==> config.mk <==
export PLATFORM = sky130hd
export DESIGN_NAME = uart_can_frame_scheduler
export DESIGN_NICKNAME = d
export VERILOG_FILES = /design/src/rtl/bridge_pkg.sv /design/src/rtl/bridge_idle_timer.sv /design/src/rtl/uart_can_frame_scheduler.sv
export SDC_FILE = /design/constraint.sdc
export NUM_CORES = 1
export LEC_CHECK = 0
export ABC_AREA = 1
export CAP_MARGIN = 10
export CORE_UTILIZATION = 45
export DETAILED_ROUTE_END_ITERATION = 12
export PLACE_DENSITY = 0.76
export RECOVER_POWER = 25
export SETUP_SLACK_MARGIN = 0.1
export SLEW_MARGIN = 20
export SYNTH_ARGS = -nofsm -noshare
export SYNTH_HDL_FRONTEND = slang
export SYNTH_SLANG_ARGS = --single-unit
==> constraint.sdc <==
create_clock -name clock -period 3.4 [get_ports clock]
set_input_delay 0.68 -clock clock [delete_from_list [all_inputs] [get_ports clock]]
set_output_delay 0.68 -clock clock [all_outputs]
set_load 0.02 [all_outputs]
==> src/rtl/bridge_pkg.sv <==
// Shared definitions for the UART-to-CAN frame scheduler: state encoding,
// frame geometry and small helpers.
package bridge_pkg;

  localparam int CAN_MAX_BYTES = 8;
  localparam int CAN_ID_W      = 11;
  localparam int TIMEOUT_W     = 16;
  localparam int CAN_DLC_W     = 4;
  localparam int CAN_DATA_W    = 8 * CAN_MAX_BYTES;

  typedef enum logic [1:0] {
    ST_IDLE    = 2'd0,
    ST_COLLECT = 2'd1,
    ST_LOAD    = 2'd2,
    ST_WAIT    = 2'd3
  } state_t;

  // Saturating 8-bit increment, used by the dropped-byte counter.
  function automatic logic [7:0] sat_inc8(input logic [7:0] v);
    return (v == 8'hFF) ? v : v + 8'd1;
  endfunction

endpackage

==> src/rtl/bridge_idle_timer.sv <==
// Idle-cycle timer: counts enabled cycles, saturates at all-ones, and flags
// expiry when this cycle would complete 'limit' idle cycles (limit 0 = never).
module bridge_idle_timer
  import bridge_pkg::*;
(
  input  logic                 clock,
  input  logic                 reset,
  input  logic                 clear,
  input  logic                 enable,
  input  logic [TIMEOUT_W-1:0] limit,
  output logic                 expired
);

  logic [TIMEOUT_W-1:0] r_count;
  logic [TIMEOUT_W:0]   w_next;

  // One extra bit so count+1 at saturation still compares correctly.
  assign w_next  = {1'b0, r_count} + {{TIMEOUT_W{1'b0}}, 1'b1};
  assign expired = enable && (limit != '0) && (w_next >= {1'b0, limit});

  // Idle counter: clear wins, otherwise count enabled cycles up to saturation.
  always_ff @(posedge clock) begin
    if (reset || clear) begin
      r_count <= '0;
    end else if (enable && (r_count != '1)) begin
      r_count <= w_next[TIMEOUT_W-1:0];
    end
  end

endmodule

==> src/rtl/uart_can_frame_scheduler.sv <==
// Packs UART RX bytes into CAN frames of up to 8 bytes. A frame is launched
// when 8 bytes are collected or the line has been idle for cfg_timeout cycles.
//
// Handshakes: rx_byte_valid is a one-cycle pulse with no back-pressure (bytes
// that cannot be stored are counted in drop_count). can_load is a one-cycle
// pulse issued only while can_busy is low; frame fields stay stable until the
// transmitter returns the one-cycle can_done pulse, which frees the buffer.
module uart_can_frame_scheduler
  import bridge_pkg::*;
(
  input  logic                  clock,
  input  logic                  reset,
  input  logic                  rx_byte_valid,
  input  logic [7:0]            rx_byte,
  input  logic [CAN_ID_W-1:0]   cfg_can_id,
  input  logic [TIMEOUT_W-1:0]  cfg_timeout,
  input  logic                  can_busy,
  input  logic                  can_done,
  output logic                  can_load,
  output logic [CAN_ID_W-1:0]   can_id,
  output logic [CAN_DLC_W-1:0]  can_dlc,
  output logic [CAN_DATA_W-1:0] can_data,
  output logic                  frame_pending,
  output logic [7:0]            drop_count,
  output state_t                dbg_state
);

  state_t                r_state;
  logic [CAN_DLC_W-1:0]  r_count;
  logic [CAN_DATA_W-1:0] r_buf;
  logic                  r_can_load;
  logic [CAN_ID_W-1:0]   r_can_id;
  logic [CAN_DLC_W-1:0]  r_can_dlc;
  logic [CAN_DATA_W-1:0] r_can_data;
  logic [7:0]            r_drop_count;

  logic                  w_timer_en;
  logic                  w_timer_clear;
  logic                  w_expired;
  logic [2:0]            w_idx;
  logic [CAN_DATA_W-1:0] w_buf_store;

  // Timer runs only on idle COLLECT cycles; anything else restarts it.
  assign w_timer_en    = (r_state == ST_COLLECT) && !rx_byte_valid;
  assign w_timer_clear = !w_timer_en;

  bridge_idle_timer u_idle_timer (
    .clock   (clock),
    .reset   (reset),
    .clear   (w_timer_clear),
    .enable  (w_timer_en),
    .limit   (cfg_timeout),
    .expired (w_expired)
  );

  // Buffer with the incoming byte placed at slot 'count' (byte 0 in the MSBs).
  assign w_idx = r_count[2:0];
  always_comb begin
    w_buf_store = r_buf;
    w_buf_store[{3'd7 - w_idx, 3'b000} +: 8] = rx_byte;
  end

  // Frame scheduler FSM with registered frame fields and load strobe.
  always_ff @(posedge clock) begin
    if (reset) begin
      r_state      <= ST_IDLE;
      r_count      <= '0;
      r_buf        <= '0;
      r_can_load   <= 1'b0;
      r_can_id     <= '0;
      r_can_dlc    <= '0;
      r_can_data   <= '0;
      r_drop_count <= '0;
    end else begin
      case (r_state)
        ST_IDLE: begin
          if (rx_byte_valid) begin
            r_buf   <= {rx_byte, {(CAN_DATA_W-8){1'b0}}};
            r_count <= 4'd1;
            r_state <= ST_COLLECT;
          end
        end
        ST_COLLECT: begin
          if (rx_byte_valid) begin
            r_buf   <= w_buf_store;
            r_count <= r_count + 4'd1;
            if (r_count == 4'(CAN_MAX_BYTES - 1)) begin
              r_can_id   <= cfg_can_id;
              r_can_dlc  <= 4'(CAN_MAX_BYTES);
              r_can_data <= w_buf_store;
              r_can_load <= !can_busy;
              r_state    <= ST_LOAD;
            end
          end else if (w_expired) begin
            r_can_id   <= cfg_can_id;
            r_can_dlc  <= r_count;
            r_can_data <= r_buf;
            r_can_load <= !can_busy;
            r_state    <= ST_LOAD;
          end
        end
        ST_LOAD: begin
          // The strobe is high for exactly the one cycle before WAIT.
          if (r_can_load) begin
            r_can_load <= 1'b0;
            r_state    <= ST_WAIT;
          end else if (!can_busy) begin
            r_can_load <= 1'b1;
          end
          if (rx_byte_valid) begin
            r_drop_count <= sat_inc8(r_drop_count);
          end
        end
        ST_WAIT: begin
          if (can_done) begin
            // A byte landing with can_done opens the next frame immediately.
            if (rx_byte_valid) begin
              r_buf   <= {rx_byte, {(CAN_DATA_W-8){1'b0}}};
              r_count <= 4'd1;
              r_state <= ST_COLLECT;
            end else begin
              r_buf   <= '0;
              r_count <= '0;
              r_state <= ST_IDLE;
            end
          end else if (rx_byte_valid) begin
            r_drop_count <= sat_inc8(r_drop_count);
          end
        end
        default: r_state <= ST_IDLE;
      endcase
    end
  end

  assign can_load      = r_can_load;
  assign can_id        = r_can_id;
  assign can_dlc       = r_can_dlc;
  assign can_data      = r_can_data;
  assign drop_count    = r_drop_count;
  assign frame_pending = (r_state == ST_LOAD) || (r_state == ST_WAIT);
  assign dbg_state     = r_state;

endmodule

---- After elaboration in Yosys (flattened, before gate mapping) ----
Index checks and enable logic that the tools add are counted.
word-level totals
  register bits after elaboration ......... 174
  output and inout bits ................... 91
operators by class
  $add $sub $neg .......................... 5
  $lt $le $gt $ge ......................... 1
  equality and inequality tests ........... 14
  shift-type cells ........................ 2
  mux-type cells .......................... 38
  reductions and logical operators ........ 20
operator list
  operator                  number
  $mux W64                  7
  $pmux W64 S3              1
  $bwmux W64                1
  $shift A8 B8 Y64 const A  1
  $shiftx A8 B8 Y64         1
  $mux W11                  3
  $mux W4                   6
  $mux W8                   3
  $add A16 B1 Y17 const B   1
  $ge A17 B16 Y1            1
  $ne A16 B16 Y1 const B    1
  $pmux W8 S2               1
  $reduce_bool A16 Y1       1
  $mux W2                   6
  $pmux W4 S3               1
  $ne A2 B2 Y1 const B      5
  $add A8 B1 Y8 const B     1
  $eq A8 B8 Y1 const B      1
  $neg A6 Y8                1
  $pmux W2 S4               1
  $mux W1                   7
  $ne A3 B2 Y1 const B      2
  $reduce_and A3 Y1         2
  $reduce_bool A2 Y1        3
  15 further kinds          22

---- Depth between registers and ports, before layout ----
Gate-level depths: netlist of run 1.
  word-level depth ........................ 7
  depth in mapped cells ................... 21

---- By module ----
Synthesis of run 1 repeated with hierarchy kept, for this count alone.
second synthesis, totals
  cell total of the unflattened synthesis .. 1287
  area, all modules ....................... 8876.0 um^2
by module, submodules not included
  module                    instances  cells an instance  area each (um^2)  seq. area each (um^2)
  uart_can_frame_scheduler  1          1059               7408.4            3163.0
  bridge_idle_timer         1          228                1467.7            320.3

---- Worst setup path before layout of run 1 ----
No wires, ideal clock.
  kind .................................... register -> register
  start ................................... register u_idle_timer.r_count[0]
  end ..................................... register r_can_dlc[3], in the netlist can_dlc[3]
  data arrival time ....................... 2809 ps
  required time ........................... 3287 ps
  slack ................................... 478 ps
  stages on the path, launching flop included .. 22
  clock period less this slack ............ 2922 ps
  cells stage by stage .................... dfxtp_1 > inv_1 > nor3_1 > nand3_1 > or2_2 > nor3_1 > xor2_1 > inv_1 > ha_1 > inv_1 > nor2_1 > nand2_1 > nor2_1 > nand2_1 > nand3_1 > nand2_2 > nand2_2 > buf_6 > buf_6 > nand3_1 > nand2_1 > nor2_1
between the ends
  cells in the longest elaborated chain, start to end .. 5
RTL lines
  what                          line                            source
  start: declaration            bridge_idle_timer.sv:14         logic [TIMEOUT_W-1:0] r_count;
  start signal: assignment      bridge_idle_timer.sv:26         r_count <= w_next[TIMEOUT_W-1:0];
  $add A16 B1 Y17               bridge_idle_timer.sv:18         assign w_next = {1'b0, r_count} + {{TIMEOUT_W{1'b0}}, 1'b1};
  net u_idle_timer.w_next[15]   bridge_idle_timer.sv:15         logic [TIMEOUT_W:0] w_next;
  $ge A17 B16 Y1                bridge_idle_timer.sv:19         assign expired = enable && (limit != '0) && (w_next >= {1'b0, limit});
  $logic_and A1 B1 Y1           bridge_idle_timer.sv:19
  $reduce_bool A2 Y1 (no line)  n/a
  $reduce_and A3 Y1 (no line)   n/a
  end signal: assignment        uart_can_frame_scheduler.sv:89  r_can_dlc <= 4'(CAN_MAX_BYTES);
  end signal: assignment        uart_can_frame_scheduler.sv:96  r_can_dlc <= r_count;
  end: declaration              uart_can_frame_scheduler.sv:33  logic [CAN_DLC_W-1:0] r_can_dlc;
The timed path passes the listed nets, and every way through them passes these cells.
A chain may end at the register's enable or synchronous reset.

---- Worst setup path in the final report of run 1 ----
  start ................................... register u_idle_timer.r_count[0]
  end ..................................... register r_can_dlc[2], in the netlist can_dlc[2]
Same word-level chain as after synthesis.

==> run metrics, run 1 <==
outcome complete, no violations; largest net degree at the start of global routing between 70 and 80; initial antenna violation count 0; TritonCTS buffer count 17; Post-synth ARST share 0; Setup WS post-layout about 0.27 ns; fraction of the cycle the final worst path needs 0.921; overflow left after global routing 0; Yosys cell types 38; number of flops mapped to enable cells by yosys 0; DRT iter0 DRCs between 700 and 800; Max Slew Vio Count 0; total negative slack 0 ns; Max-Cap Viols 0; Ant. Diodes 0; Post-CTS Hold Buffers 0; drt first pass iters 6; Die X 142 um; Yosys reg bits approximately 170; post-route ant nets 0; Die H 142 um; vias in the first global route roughly 7800; Setup crit start kind flop; DR WL/cell between 10 and 15 um; HP Class flop to flop; fraction of final layout cells sized beyond drive strength 1 0.0682; CTS H-Tree Depth 4; I/O pins 131; # rows 50; first-pass GRT wire length between 30 and 40 mm; final hold viol count 0; worst rel slew slack 0.465; Peak supply drop between 400 and 500 uV; Fin Hold WS around 0.46 ns; Layout Skew 0.0162 ns; type of the worst setup path flop to flop; clock latency on the worst-skew pair 0.44 ns; Crit Path Max Fanout 4; port buffer count 130; fin crit period 3.13 ns; CTS tree done; routability congestion estimate between 0.8 and 0.9; Layout Nets about 1500; Pleak 4.92 nW; Final Util 0.591; Final HPWL DP approximately 16 mm; syn_nets ~1400; P&R area growth vs syn 27.2%; unrepaired setup endpoints after global routing no; pre-CTS WS about 0.0012 ns; final instance area about 0.011 mm2; CTS root buf clkbuf_16; slew of the pin with the lowest slew margin 0.803 ns; fill cell count about 1700; DR DRC count 0; final wirelength ~24 mm; Die Footprint roughly 0.02 mm2; synthesized area roughly 0.0088 mm2; via count approximately 9000; PwrDens about 520 mW/mm2; drt via density about 5; Post-DP Area between 0.01 and 0.015 mm2; Starting Density 0.464; setup violators final 0; core footprint 0.0189 mm2; CTS sink cnt about 170; Reg clk slew, reported paths about 0.07 ns; f_max approximately 320 MHz; ys flop type dfxtp_1; Synth Warn # 0; Worst Setup End Kind flop; synthesized instance count approximately 1300; gr usage total 0.235; data arrival time of the critical path 3.45 ns; sequential-to-total area share from yosys stat 0.397; Worst EP required ~3.7 ns; maximum clock insertion buffer count 2; syn avg cell area approximately 6.5 um2
cell usage in the layout (no fill, tap or decap), types with 13 or more instances in the layout:
master             n
a21oi_1           86
buf_4             20
clkbuf_16         21
clkdlybuf4s50_1   62
dfxtp_1          174
dlygate4sd3_1     66
ha_1              24
inv_1            113
nand2_1          387
nand3_1           15
nor2_1           230
o21ai_0          101
o21ai_1           54
xor2_1            13
metal layers:
metal / share of wire / track usage
met2: 0.47 / 0.388
met5: 0 / 0
met4: 0.022 / 0.0821
met3: 0.063 / 0.0496
met1: 0.45 / 0.302
power by group:
group / switching [mW] / internal, mW / total [mW]
combinational: 1.03 / 0.486 / 1.52
clock: 0.862 / 1.19 / 2.05
sequential: 0.103 / 2.16 / 2.26
repair_timing:
item                                    CTS  global route
endpoints found under the setup margin   65            82
pin swaps                                 0             9
buffers inserted                          0             5
gates cloned                              0             7
hold endpoints to repair                  0             0
resized for setup                         3            26
logic make-up after synthesis:
group,count (synthesis),synth area share
and+or+nand+nor,671,0.300
AOI/OAI and AO/OA,269,0.163
buffers and inverters,190,0.0887
DFF,174,0.397
adders and majority gates,25,0.0357
xor gates and xnor gates,15,0.0150
sequential cells by signal (all words and copies together), names as in the netlist:
signal	count
can_data	64
r_buf	64
u_idle_timer.r_count	16
can_id	11
drop_count	8
can_dlc	4
r_count	4
dbg_state	2
can_load	1
critical path: stages (launching register included):
cell     delay, ns
dfxtp_1       0.33
inv_1         0.08
nor3_4        0.21
nand3_1       0.10
buf_4         0.16
nor2_4        0.12
nand4_1       0.21
xor2_2        0.23
inv_1         0.07
ha_1          0.27
nand2_1       0.05
nor2_1        0.12
nand2_1       0.07
nor2_1        0.11
nand2_1       0.07
nand3_2       0.09
nand2_4       0.12
buf_4         0.16
a22oi_1       0.33
nor2_1        0.10
synthesized netlist by cell type (3+ instances only):
cell      number  area (um2)
a21oi_1       86         430
clkbuf_1      35         131
nand4_1        8        50.1
nand3_1       18        90.1
inv_1        115         432
buf_6          4        45.0
nand2_2        3        18.8
a31oi_1        5        31.3
nor3_1        10        50.1
dfxtp_1      174        3480
o21ai_0      105         526
inv_2          3        11.3
o21ai_1       50         250
o21ai_2        8        70.1
nand2_1      388        1460
a221oi_1       5        43.8
nor2_1       233         875
ha_1          25         313
buf_2         22         110
nor4_1         3        18.8
xor2_1        14         123
buf_1          8        30.0
layout make-up:
type,instances,area [um2],area share
Timing Repair Buffer,161,1670,0.150
Inverter,119,459,0.0412
Sequential cell,174,3480,0.312
Multi-Input combinational cell,981,4600,0.412
Clock buffer,18,439,0.0394
Tap cell,260,325,0.0292
Clock inverter,14,179,0.0160
worst paths after layout:
kind / startpoint / endpoint / slack (ns) / cells past startpoint
setup reg to reg: u_idle_timer.r_count[0]$_SDFFE_PP0P_ / can_dlc[2]$_SDFFE_PP0P_ / 0.27 / 19
hold reg to reg: r_buf[39]$_SDFFE_PP0P_ / r_buf[39]$_SDFFE_PP0P_ / 0.46 / 2
setup / recovery: u_idle_timer.r_count[0]$_SDFFE_PP0P_ / can_dlc[2]$_SDFFE_PP0P_ / 0.27 / 19
hold / removal: r_buf[39]$_SDFFE_PP0P_ / r_buf[39]$_SDFFE_PP0P_ / 0.46 / 2
metrics by stage:
stage	cells	total power [mW]
finish	1727	5.83
detailed placement	1683	3.76
global placement	1683	3.75
global route	1727	6.11
CTS	1715	5.81
floorplan	1344	3.27
No activity file was read; power rests on OpenSTA's default activity.
==> run 2, diff against run 1 <==
Settings changed: GPL_TIMING_DRIVEN from default to 0.
Clock period 3.4 ns to 3.9 ns, I/O delays scaled along.
==> run 2 against run 1 <==
Compared with the run above: combinational power shrank 11%; final cell count grew 2.2%; global-route usage grew 2.8 points; clock-buffer cell count is the same; setup slack gained 0.12 ns; power shrank 12%; critical endpoint is now can_dlc[3]$_SDFFE_PP0P_; highest routed layer unchanged.
==> run metrics, run 2 (same netlist as run 1, synthesis figures left out) <==
first-pass GRT wire length 41.1 mm (was 37.6 mm); worst rel slew slack 0.531 (was 0.465); outcome complete, no violations (unchanged); drt via density 5.14 (was 5.13); multi-input logic area 0.00453 mm2 (was 0.00460 mm2); core footprint 0.0189 mm2 (unchanged); fill cell count 1811 (was 1721); HP Class flop to flop (unchanged); port buffer count 129 (was 130); Pleak 4.84 nW (was 4.92 nW); Die X 142 um (unchanged); pre-CTS WS 0.184 ns (was 0.00118 ns); Post-CTS Hold Buffers 0 (unchanged); total negative slack 0 ns (unchanged); TritonCTS buffer count 17 (unchanged); Setup WS post-layout 0.384 ns (was 0.269 ns); largest net degree at the start of global routing 17 (was 71); most frequent cells in the layout nand2_1 (388), nor2_1 (233), dfxtp_1 (174) (was nand2_1 (387), nor2_1 (230), dfxtp_1 (174)); Peak supply drop 374 uV (was 447 uV); WHS Path Cells 2 (unchanged); setup violators final 0 (unchanged); Worst Setup End Kind flop (unchanged); fraction of the cycle the final worst path needs 0.902 (was 0.921); Die H 142 um (unchanged); drt first pass iters 5 (was 6); Layout Skew 0.0123 ns (was 0.0162 ns); Final HPWL DP 18.6 mm (was 15.5 mm); via count 9067 (was 8859); overflow left after global routing 0 (unchanged); vias in the first global route 8321 (was 7780); final hold viol count 0 (unchanged); maximum clock insertion buffer count 2 (unchanged); PnR Total Power 5.11 mW (was 5.83 mW); Ant. Diodes 0 (unchanged); routability congestion estimate 0.941 (was 0.894); type of the worst setup path flop to flop (unchanged); Layout Nets 1557 (was 1519); # rows 50 (unchanged); CTS H-Tree Depth 4 (unchanged); data arrival time of the critical path 3.86 ns (was 3.45 ns); Max Slew Vio Count 0 (unchanged); PwrDens 464 mW/mm2 (was 522 mW/mm2); f_max 284 MHz (was 319 MHz); DRT iter0 DRCs 850 (was 778); post-route ant nets 0 (unchanged); Crit Path Max Fanout 10 (was 4); unrepaired setup endpoints after global routing no (unchanged); Worst EP required 4.24 ns (was 3.72 ns); initial antenna violation count 0 (unchanged); gr usage total 0.263 (was 0.235); I/O pins 131 (unchanged); Setup crit start kind flop (unchanged); fin crit period 3.52 ns (was 3.13 ns); fraction of final layout cells sized beyond drive strength 1 0.0558 (was 0.0682); final wirelength 25.7 mm (was 24.4 mm); clock latency on the worst-skew pair 0.45 ns (was 0.44 ns); commonest non-fill, non-tap cell in the layout nand2_1 (unchanged); FF+latch area 0.00348 mm2 (unchanged); number of gates resized after cts 0 (was 3); Die Footprint 0.0201 mm2 (unchanged); Reg clk slew, reported paths 0.07 ns (about the same); P&R area growth vs syn 25.7% (was 27.2%); DR WL/cell 14.6 um (was 14.1 um); DR DRC count 0 (unchanged); CTS sink cnt 174 (unchanged); slew of the pin with the lowest slew margin 0.701 ns (was 0.803 ns); Inst Count DP 1733 (was 1683); CTS root buf clkbuf_16 (unchanged); Max-Cap Viols 0 (unchanged); post-CTS setup buffer count 0 (unchanged); Starting Density 0.464 (unchanged); CTS tree done (unchanged); Reg2Reg Depth 21 (was 19); non-filler instance count after layout 1765 (was 1727)
run 2: power by group:
part	switching (mW)	internal [mW]	total [mW]
Combinational	0.945	0.403	1.35
Sequential	0.0787	1.88	1.96
Clock	0.768	1.04	1.80
Total	1.79	3.32	5.11
run 2: worst max-delay path: stages, from the launching register on:
cell and delay [ns]:
dfxtp_1 0.40, inv_1 0.11, nor3_4 0.22, nand3_2 0.12
or2_2 0.32, nor3_1 0.19, xor2_1 0.24, inv_1 0.07
ha_1 0.27, inv_1 0.04, nor2_1 0.12, nand2_1 0.07
nor2_1 0.11, nand2_1 0.06, nand3_1 0.13, nand2_2 0.14
nand2_2 0.12, buf_6 0.20, buf_6 0.19, nand3_1 0.14
nand2_1 0.10, nor2_1 0.04
run 2: layout make-up:
| cell class | instances | share of cell area |
|---|---|---|
| Inverter | 119 | 0.0405 |
| Buffer | 71 | 0.0302 |
| Clock inverter | 14 | 0.0163 |
| Multi-Input combinational cell | 980 | 0.411 |
| Tap cell | 260 | 0.0295 |
| Timing Repair Buffer | 129 | 0.117 |
| Clock buffer | 18 | 0.0398 |
| Sequential cell | 174 | 0.316 |
run 2: metrics by stage:
stage	util	area (um2)	hold slack (ns)
floorplan	-	8770	0.445
global placement	0.550	10400	0.443
detailed placement	0.550	10400	0.457
CTS	0.583	11000	0.467
global route	0.584	11000	0.486
finish	0.584	11000	0.466
run 2: layer usage:
layer | track usage | routed length (um)
met5 | 0 | 0
met1 | 0.336 | 11400
met3 | 0.0526 | 1870
met4 | 0.122 | 869
met2 | 0.425 | 11600
run 2: final timing paths:
path | slack [ns] | start | endpoint
max reg2reg | 0.38 | u_idle_timer.r_count[0]$_SDFFE_PP0P_ | can_dlc[3]$_SDFFE_PP0P_
min | 0.47 | r_buf[40]$_SDFFE_PP0P_ | r_buf[40]$_SDFFE_PP0P_
min reg2reg | 0.47 | r_buf[40]$_SDFFE_PP0P_ | r_buf[40]$_SDFFE_PP0P_
max | 0.38 | u_idle_timer.r_count[0]$_SDFFE_PP0P_ | can_dlc[3]$_SDFFE_PP0P_
==> run 3, diff against run 2 <==
Settings changed: CORE_ASPECT_RATIO from default to 1.75, SLEW_MARGIN 20 to default.
==> run 3 against run 2 <==
Compared with the run above: power increased by 0.56%; global-route usage rose by 1.1 points; design area shrank 0.24%; clock-buffer cell count did not move; largest power group unchanged; clock power about the same.
==> run metrics, run 3 (same netlist as run 1, synthesis figures left out) <==
fraction of the cycle the final worst path needs 0.902 (about the same); Reg clk slew, reported paths 0.07 ns (about the same); Crit Path Max Fanout 10 (unchanged); Die X 108 um (was 142 um); Fin Hold WS 0.464 ns (was 0.466 ns); P&R area growth vs syn 25.4% (was 25.7%); core footprint 0.0191 mm2 (was 0.0189 mm2); DR WL/cell 15.3 um (was 14.6 um); most frequent cells in the layout nand2_1 (388), nor2_1 (233), dfxtp_1 (174) (unchanged); fin crit period 3.52 ns (about the same); data arrival time of the critical path 3.85 ns (was 3.86 ns); Worst Setup End Kind flop (unchanged); critical path's largest stage delay 0.40 ns (about the same); initial antenna violation count 0 (unchanged); Layout Nets 1557 (unchanged); DRT iter0 DRCs 630 (was 850); largest net degree at the start of global routing 17 (unchanged); via count 9081 (was 9067); TritonCTS buffer count 17 (unchanged); post-route ant nets 0 (unchanged); port buffer count 129 (unchanged); slew of the pin with the lowest slew margin 0.815 ns (was 0.701 ns); Worst EP required 4.24 ns (about the same); overflow left after global routing 0 (unchanged); flop2flop setup slack 0.38 ns (about the same); Starting Density 0.459 (was 0.464); Layout Skew 0.0109 ns (was 0.0123 ns); # rows 67 (was 50); commonest non-fill, non-tap cell in the layout nand2_1 (unchanged); total negative slack 0 ns (unchanged); Pleak 4.84 nW (about the same); CP Buf/Inv Count 5 (unchanged); unrepaired setup endpoints after global routing no (unchanged); final hold viol count 0 (unchanged); Setup WS post-layout 0.384 ns (about the same); drt first pass iters 5 (unchanged); I/O pins 131 (unchanged); pre-CTS WS 0.194 ns (was 0.184 ns); Ant. Diodes 0 (unchanged); cell family with most CP delay simple AND/OR/NAND/NOR gates (unchanged); f_max 284 MHz (about the same); Max-Cap Viols 0 (unchanged); type of the worst setup path flop to flop (unchanged); clock latency on the worst-skew pair 0.44 ns (was 0.45 ns); DR DRC count 0 (unchanged); first-pass GRT wire length 42.6 mm (was 41.1 mm); Final Util 0.575 (was 0.584); outcome complete, no violations (unchanged); vias in the first global route 8608 (was 8321); routability congestion estimate 0.949 (was 0.941); CTS root buf clkbuf_16 (unchanged); setup violators final 0 (unchanged); worst-path cell chain inv_1, nor3_2, nand3_2, or2_2, nor3_1, xor2_1, inv_1, ha_1, inv_1, nor2_1, nand2_1, nor2_1, nand2_1, nand3_1, nand2_2, nand2_2, buf_6, buf_6, o21ai_2, nand2_1, nor2_1 (was inv_1, nor3_4, nand3_2, or2_2, nor3_1, xor2_1, inv_1, ha_1, inv_1, nor2_1, nand2_1, nor2_1, nand2_1, nand3_1, nand2_2, nand2_2, buf_6, buf_6, nand3_1, nand2_1, nor2_1); Peak supply drop 289 uV (was 374 uV); Slowest-stage cell, CP dfxtp_1 (unchanged); HP Class flop to flop (unchanged); CTS sink cnt 174 (unchanged); gr usage total 0.274 (was 0.263); maximum clock insertion buffer count 2 (unchanged); CTS H-Tree Depth 4 (unchanged); PwrDens 467 mW/mm2 (was 464 mW/mm2); CTS tree done (unchanged); Max Slew Vio Count 0 (unchanged); final wirelength 26.7 mm (was 25.7 mm); Die H 187 um (was 142 um); Setup crit start kind flop (unchanged); worst rel slew slack 0.455 (was 0.531); post-CTS setup buffer count 0 (unchanged); drt via density 5.20 (was 5.14); Die Footprint 0.0201 mm2 (about the same); fraction of final layout cells sized beyond drive strength 1 0.0552 (was 0.0558); Final HPWL DP 20.1 mm (was 18.6 mm)
-- run 3: worst paths after layout --
kind,cells past startpoint,startpoint,end
worst max register to register,21,u_idle_timer.r_count[0]$_SDFFE_PP0P_,can_data[17]$_SDFFE_PP0P_
worst min-delay path,2,drop_count[4]$_SDFFE_PP0P_,drop_count[4]$_SDFFE_PP0P_
worst max-delay path,21,u_idle_timer.r_count[0]$_SDFFE_PP0P_,can_data[17]$_SDFFE_PP0P_
worst min register to register,2,drop_count[4]$_SDFFE_PP0P_,drop_count[4]$_SDFFE_PP0P_
-- run 3: power by group --
group / total [mW] / internal (mW) / switching (mW)
combinational: 1.36 / 0.405 / 0.960
clock: 1.81 / 1.04 / 0.772
sequential: 1.96 / 1.88 / 0.0827
-- run 3: final cells by class --
| type | instances | area (um2) |
|---|---|---|
| Clock inverter | 13 | 181 |
| Sequential cell | 174 | 3480 |
| Multi-Input combinational cell | 980 | 4520 |
| Buffer | 71 | 335 |
| Inverter | 119 | 447 |
| Fill cell | 1841 | 8120 |
| Timing Repair Buffer | 129 | 1290 |
| Clock buffer | 18 | 439 |
| Tap cell | 241 | 302 |
-- run 3: repair_timing --
action	CTS	global route
hold buffers	0	0
gates resized for setup	0	5
endpoints found under the setup margin	0	75
-- run 3: worst register-to-register path, cell delays in order, from the launching register on --
cell	delay, ns
dfxtp_1	0.40
inv_1	0.10
nor3_2	0.27
nand3_2	0.15
or2_2	0.33
nor3_1	0.19
xor2_1	0.21
inv_1	0.07
ha_1	0.27
inv_1	0.04
nor2_1	0.15
nand2_1	0.07
nor2_1	0.10
nand2_1	0.06
nand3_1	0.11
nand2_2	0.11
nand2_2	0.11
buf_6	0.19
buf_6	0.21
o21ai_2	0.13
nand2_1	0.10
nor2_1	0.04
-- run 3: per-layer routing --
| metal | share of wire | track usage | wire length (um) | vias to the layer above |
|---|---|---|---|---|
| li1 | - | - | - | 4555 |
| met1 | 0.37 | 0.287 | 9920 | 4079 |
| met2 | 0.52 | 0.497 | 13900 | 353 |
| met3 | 0.055 | 0.0454 | 1460 | 94 |
| met4 | 0.053 | 0.166 | 1410 | 0 |
| met5 | 0 | 0 | 0 | - |
-- run 3: per-stage QoR --
step	cells	total power, mW	instance area (um2)
after CTS	1745	5.13	11000
after detailed placement	1714	3.34	10400
after global routing	1745	5.37	11000
final	1745	5.14	11000
after global placement	1714	3.32	10400
after floorplan	1344	2.85	8770
